<file path="src/rtl/timer_pkg.sv">
// timer_pkg: shared mode encodings, sequencer states and default timing constants
package timer_pkg;
  typedef enum logic [1:0] {
    MODE_RUN     = 2'b00,
    MODE_ISTOP   = 2'b01,
    MODE_STEP    = 2'b10,
    MODE_RUN_ALT = 2'b11
  } mode_e;
  typedef enum logic {
    ST_RUN  = 1'b0,
    ST_STOP = 1'b1
  } seq_st_e;
  localparam int NT_DEF     = 12;
  localparam int NPH_DEF    = 4;
  localparam int WT_PH_DEF  = 1;
  localparam int CT_PH_DEF  = 2;
  localparam int OVF_TP_DEF = 10;
endpackage

</file>
<file path="src/rtl/tp_ring.sv">
// tp_ring: timepulse/phase counter with tick enable, synchronous load and end-of-timepulse wrap flag
module tp_ring
  import timer_pkg::*;
#(
  parameter int NT  = NT_DEF,
  parameter int NPH = NPH_DEF
) (
  input  logic                  clk,
  input  logic                  rst,
  input  logic                  en_i,
  input  logic                  ld_i,
  input  logic [$clog2(NT)-1:0] ld_tp_i,
  output logic [$clog2(NT)-1:0] tp_o,
  output logic [$clog2(NPH)-1:0] ph_o,
  output logic                  wrap_o
);
  localparam int TW = $clog2(NT);
  localparam int PW = $clog2(NPH);
  logic [TW-1:0] tp_q, tp_d;
  logic [PW-1:0] ph_q, ph_d;
  assign wrap_o = en_i & (ph_q == PW'(NPH-1));
  assign tp_o = tp_q;
  assign ph_o = ph_q;
  // load parks at phase 0 of the given timepulse; otherwise a tick advances the phase and wraps into the next timepulse
  always_comb begin
    ph_d = ld_i ? '0 : wrap_o ? '0 : en_i ? ph_q + 1'b1 : ph_q;
    tp_d = ld_i ? ld_tp_i : !wrap_o ? tp_q : (tp_q == TW'(NT-1)) ? '0 : tp_q + 1'b1;
  end
  // counter registers, reset to the last timepulse so the first wrap lands on timepulse 0
  always_ff @(posedge clk) begin
    if (rst) begin
      tp_q <= TW'(NT-1);
      ph_q <= '0;
    end else begin
      tp_q <= tp_d;
      ph_q <= ph_d;
    end
  end
endmodule

</file>
<file path="src/rtl/timepulse_seq.sv">
// timepulse_seq: timepulse/phase sequencer with stop/step modes, GOJAM restart and overflow sampling
module timepulse_seq
  import timer_pkg::*;
#(
  parameter int NT     = NT_DEF,
  parameter int NPH    = NPH_DEF,
  parameter int WT_PH  = WT_PH_DEF,
  parameter int CT_PH  = CT_PH_DEF,
  parameter int OVF_TP = OVF_TP_DEF
) (
  input  logic                  SIM_CLK,
  input  logic                  SIM_RST,
  input  logic                  CLOCK,
  input  logic [1:0]            MODE,
  input  logic                  MSTRTP,
  input  logic                  GOJ1,
  input  logic                  WL15,
  input  logic                  WL16,
  output logic [NT-1:0]         T,
  output logic [NPH-1:0]        PHS,
  output logic [$clog2(NT)-1:0] TIDX,
  output logic                  WT,
  output logic                  CT,
  output logic                  STOP,
  output logic                  GOJAM,
  output logic                  OVF_n,
  output logic                  UNF_n
);
  localparam int TW = $clog2(NT);
  localparam int PW = $clog2(NPH);
  seq_st_e st_q, st_d;
  logic gojam_q, gojam_d, ovf_n_q, ovf_n_d, unf_n_q, unf_n_d, mstrtp_q;
  logic [TW-1:0] tp;
  logic [PW-1:0] ph;
  logic wrap, run, rise, last_tp, halt;
  mode_e mode;
  assign mode = mode_e'(MODE);
  assign run = st_q == ST_RUN;
  assign rise = MSTRTP & ~mstrtp_q;
  assign last_tp = tp == TW'(NT-1);
  assign halt = wrap & ((mode == MODE_STEP) | ((mode == MODE_ISTOP) & last_tp));
  tp_ring #(.NT(NT), .NPH(NPH)) u_ring (
    .clk    (SIM_CLK),
    .rst    (SIM_RST),
    .en_i   (run & CLOCK),
    .ld_i   (GOJ1),
    .ld_tp_i(TW'(NT-1)),
    .tp_o   (tp),
    .ph_o   (ph),
    .wrap_o (wrap)
  );
  // GOJ1 beats everything; a halting wrap stops; a stopped sequencer resumes only on an MSTRTP rise
  always_comb begin
    st_d    = GOJ1 ? ST_RUN : halt ? ST_STOP : (!run && rise) ? ST_RUN : st_q;
    gojam_d = GOJ1 | (gojam_q & ~(wrap & last_tp));
    T       = run ? NT'(1) << tp : '0;
    PHS     = run ? NPH'(1) << ph : '0;
    TIDX    = tp;
    WT      = run & CLOCK & (ph == PW'(WT_PH));
    CT      = run & CLOCK & (ph == PW'(CT_PH));
    STOP    = !run;
    GOJAM   = gojam_q;
    OVF_n   = ovf_n_q;
    UNF_n   = unf_n_q;
    ovf_n_d = (CT && tp == TW'(OVF_TP)) ? ~(~WL16 & WL15) : ovf_n_q;
    unf_n_d = (CT && tp == TW'(OVF_TP)) ? ~(WL16 & ~WL15) : unf_n_q;
  end
  // control registers; the MSTRTP history runs every cycle so edges are never missed while the oscillator idles
  always_ff @(posedge SIM_CLK) begin
    if (SIM_RST) begin
      st_q     <= ST_RUN;
      gojam_q  <= 1'b1;
      ovf_n_q  <= 1'b1;
      unf_n_q  <= 1'b1;
      mstrtp_q <= 1'b0;
    end else begin
      st_q     <= st_d;
      gojam_q  <= gojam_d;
      ovf_n_q  <= ovf_n_d;
      unf_n_q  <= unf_n_d;
      mstrtp_q <= MSTRTP;
    end
  end
endmodule
</file>
<file path="config.mk">
export PLATFORM = sky130hd
export DESIGN_NAME = timepulse_seq
export DESIGN_NICKNAME = d
export VERILOG_FILES = /design/src/rtl/timer_pkg.sv /design/src/rtl/tp_ring.sv /design/src/rtl/timepulse_seq.sv
export SDC_FILE = /design/constraint.sdc
export NUM_CORES = 1
export LEC_CHECK = 0
export ABC_AREA = 1
export CELL_PAD_IN_SITES_DETAIL_PLACEMENT = 0
export CELL_PAD_IN_SITES_GLOBAL_PLACEMENT = 2
export CORE_MARGIN = 1.5
export CORE_UTILIZATION = 21
export DETAILED_ROUTE_END_ITERATION = 6
export GPL_TIMING_DRIVEN = 0
export PLACE_DENSITY_LB_ADDON = 0.1
export SLEW_MARGIN = 20
export SYNTH_ARGS = -nofsm -noshare
export SYNTH_HDL_FRONTEND = slang
export SYNTH_SLANG_ARGS = --single-unit
</file>
<file path="constraint.sdc">
create_clock -name SIM_CLK -period 1.3 [get_ports SIM_CLK]
set_input_delay 0.26 -clock SIM_CLK [delete_from_list [all_inputs] [get_ports SIM_CLK]]
set_output_delay 0.26 -clock SIM_CLK [all_outputs]
set_load 0.1 [all_outputs]
</file>
# Yosys cells after proc, flatten, opt, wreduce, memory -nomap -nowiden
# Cells that the tools add are included.
# W data, S select, Z words.
[word_totals]
ff_bits = 11
latchBits = 0
ramBits = 0
rom_bits = 0
in_bits = 9
output_inout_bits = 26
wordCells = 48
mem_count = 0
[op_classes]
addsub = 2
multipliers = 0
div = 0
n_lt_le_gt_ge = 0
eq_ne = 7
shift = 2
muxes = 5
bitwise = 20
n_reduce_logical = 5
[ops]
columns = ["operator", "count"]
rows = [
  ["$mux W12", 1],
  ["$shl A1 B4 Y12 const A", 1],
  ["$and A1 B1 Y1", 11],
  ["$eq A4 B4 Y1 const B", 2],
  ["$mux W4", 2],
  ["$not A1 Y1", 7],
  ["$eq A2 B2 Y1 const B", 3],
  ["$add A4 B1 Y4 const B", 1],
  ["$eq A2 B1 Y1 const B", 2],
  ["$shl A1 B2 Y4 const A", 1],
  ["$reduce_or A3 Y1", 1],
  ["$add A2 B1 Y2 const B", 1],
  ["$logic_and A1 B1 Y1", 2],
  ["$mux W1", 2],
  ["$or A1 B1 Y1", 2],
  ["$reduce_bool A2 Y1", 1],
  ["$reduce_or A2 Y1", 1],
]

# Logic depth before layout (Yosys ltp)
[depth]
depth_word = 7
ltp_mapped = 8
ltp_nobuf = 8

# By module
# Synthesis repeated with hierarchy kept, for this count alone.
[unflattened]
hier_cells = 120
area_unflattened_um2 = 759.5
[by_module_without_submodules]
columns = ["mod", "instances", "cells_each", "area_each_um2", "seq_area_each_um2"]
rows = [
  ["timepulse_seq", 1, 73, 412.9, 100.1],
  ["tp_ring", 1, 47, 346.6, 120.1],
]

# Worst setup path before layout
# Ideal clock, no wire load.
[synth_path]
path_type = "reg-to-output"
start = "register u_ring.tp_q[1], in the netlist u_ring.tp_o[1]"
end = "output port T[7]"
arrival_time_ps = 2798
required_time_ps = 1040
setup_slack_ps = -1758
stages_incl_launch_ff = 5
path_buffers = 0
cell_sequence = "dfxtp_1 -> ha_1 -> ha_1 -> nand2_1 -> nor2_1"
[synth_between]
elab_chain_cells = 2
[synth_rtl]
columns = ["element", "line_no", "source"]
rows = [
  ["start, declared", "tp_ring.sv:19", "logic [TW-1:0] tp_q, tp_d;"],
  ["start signal, assigned", "tp_ring.sv:32", "tp_q <= TW'(NT-1);"],
  ["start signal, assigned", "tp_ring.sv:35", "tp_q <= tp_d;"],
  ["$shl A1 B4 Y12", "timepulse_seq.sv:56", "T = run ? NT'(1) << tp : '0;"],
  ["$mux W12", "timepulse_seq.sv:56", ""],
  ["end, declared", "timepulse_seq.sv:19", "output logic [NT-1:0] T,"],
]
# No other way between the ends.

# Worst setup path after layout
# Ends and elaborated chain as after synthesis.

==> impl_results.md <==
* Most frequent cell after synthesis: nor2_1
* Dominant synthesized flop cell: dfxtp_1
* Setup-failing EPs final at 18
* IO Count at 35
* Leakage at 0.799 nW
* Total CTS buffers at 3
* TritonCTS clock tree: built
* Max Cap Violations at 0
* Final hold vios at 0
* Post-synth EDFFs at 0
* Mean post-synth cell area at 6.68 µm²
* Initial drt markers at 42
* DP Worst Slack at -1.37 ns
* Failing checks: setup timing
* Vias per cell at 4.04
* Capture point of the worst path: T[7]
* Post-synthesis async set-or-reset flop share at 0%
* Critical R2R Capture: UNF_n
* Setup tns final at -3.42 ns
* # rows at 22
* DP HPWL at between 1500 and 2000 µm
* Peak fanout along the critical path at 5
* CP Class: flop to output pin
* Initial Util at 21.9%
* Worst setup EP type: output pin
* Placeable Area at 3690 µm²
* Placed insts at 203
* Clk_lat worst skew at 0.24 ns
* First-pass GRT wire length at between 4000 and 5000 µm
* Initial antenna violation count at 0
* Clk Tree Root Cell: clkbuf_8
* Worst-path clk slew at approximately 0.050 ns
* Clk sinks at 11
* Antenna Nets Post-Route at 0
* Hold slack at roughly 0.44 ns
* Placed Instance Area at between 1000 and 1500 µm²
* # nets final at 195
* Status: complete, but fails checks
* Pin count of the biggest net entering global routing at 9
* Final global-route overflow total at 0
* # DRC at 0
* Total track usage at roughly 12%
* Final worst slack at -0.245 ns
* Top cells by area, synth: dfxtp_1 27%, ha_1 15%, nor2_1 13%, inv_1 11%, nand2_1 11%
* Worst EP arrival at 1.28 ns
* Fill cell count at 354
* Worst slew margin at between 60% and 70%
* DR vias at approximately 900
* Synthesized instance count at 121
* H-Tree Depth at 1
* Worst hold path type: flop to flop
* Synth-to-Final Area Change at 139%
* Synth Net Count at 140
* RSZ-0062 raised after global routing: yes
* Leading area contributor after synthesis: dfxtp_1
* Pwr per Cell Area at 431 nW/µm²
* Yosys reg bits at 11
* RR Startpoint: u_ring.tp_o[0]
* Final Power at 0.831 mW
* Routability cong. at 0.714
* Register-to-register path setup slack at 0.03 ns
* Maximum clock path buffer count at 2
* Reg2Reg Depth at 9
* Post-route cell area at 1930 µm²
* Die X-Extent at 65.0 µm
* Synth cell count leaders: 27 x nor2_1, 24 x inv_1, 23 x nand2_1
* Die height at 65.0 µm
* Max Transition Viols Final at 0
* Worst EP required at 1.04 ns
* Port bufs at 34
* Skew final at approximately 0.0031 ns
* Crit path from: u_ring.tp_o[1]
* Detailed Route WL at 2470 µm
* Die Area at 4230 µm²
* Yosys warning total at 0
* Startpoint types: flop
* Fmax at 0.647 GHz
* Final non-filler cell total at ~220
* Top-area cell type share of the netlist area at 27.2%
* Vias in the first global route at 897
* Tmin final at 1.54 ns
* Ratio of cells with drive above 1 in the final layout at 66.3%
* Worst-margin pin slew at 0.491 ns
* Library cells used by synthesis at 20
* Final Core Density at 52.3%
* Initial DRT Pass Iterations at 3
* Period utilisation layout at 119%
* Cell Area, Synth at ~800 µm²
* Antenna diodes at 0
* DR WL/cell at ~11 µm
* Seq/Total Area, Yosys at 27.2%
* Max VDD drop at 0.393 mV
[cell usage in the layout, fill, tap and decap left out, types with 7 or more instances in the layout]
cell type	instances
buf_12	20
buf_4	15
clkdlybuf4s50_1	7
dfxtp_4	7
ha_4	9
inv_1	10
inv_4	8
nand2_1	16
nor2_1	7
nor2_4	21
[worst max-delay path, cell delays in order, from the launching register on]
cell,delay [ns]
dfxtp_4,0.40
ha_4,0.18
ha_4,0.14
nand2_4,0.05
nor2_4,0.10
buf_12,0.18
[worst min path at each step]
stage | from | end | slack (ns) | cells past startpoint
after floorplan | SIM_RST | mstrtp_q | 0.33 | 1
after global placement | GOJAM | GOJAM | 0.43 | 2
after detailed placement | GOJAM | GOJAM | 0.44 | 2
after CTS | GOJAM | GOJAM | 0.44 | 2
after global routing | GOJAM | GOJAM | 0.46 | 2
final | GOJAM | GOJAM | 0.44 | 2
[cell families (layout without fill, tap and decap cells)]
family / Yosys count / count (layout) / synth area share, %
AO/OA/AOI/OAI: 7 / 7 / 5.42
adder cells (fa/ha/maj): 10 / 10 / 15.5
buffers and inverters: 27 / 81 / 14.1
flip-flops: 11 / 11 / 27.2
AND/OR/NAND/NOR: 66 / 66 / 37.8
[flip-flops by register name, summed over array words and instances, names as in the netlist]
signal,cells
UNF_n,1
u_ring.ph_o,2
OVF_n,1
STOP,1
GOJAM,1
u_ring.tp_o,4
mstrtp_q,1
[layout make-up]
cell class	count	area, µm²	area share [%]
Inverter	26	133	6.88
Clock buffer	4	45.0	2.34
Sequential cell	11	246	12.8
Tap cell	48	60.1	3.11
Multi-Input combinational cell	83	782	40.6
Timing Repair Buffer	50	642	33.3
Buffer	1	20.0	1.04
[per-layer routing]
layer	part of all wire [%]	global-route usage (%)	vias up	routed length, µm
met3	4.7	3.13	0	116
li1	-	-	480	-
met4	0	1.56	0	0
met5	0	0	-	0
met1	41	14.5	396	1020
met2	54	23.6	25	1340
[timing repair]
item	4_1_cts	5_1_grt
hold endpoints to repair	0	0
hold buffers	0	0
endpoints found under the setup margin	26	22
pin swaps	17	18
buffers inserted	10	7
gates resized for setup	234	14
gates cloned	0	0
[power breakdown]
part	internal (mW)	switching [mW]
sequential	0.328	0.00494
combinational	0.0665	0.0847
clock	0.216	0.131
total	0.610	0.220
Note: power is estimated with default switching activity, not from simulation.
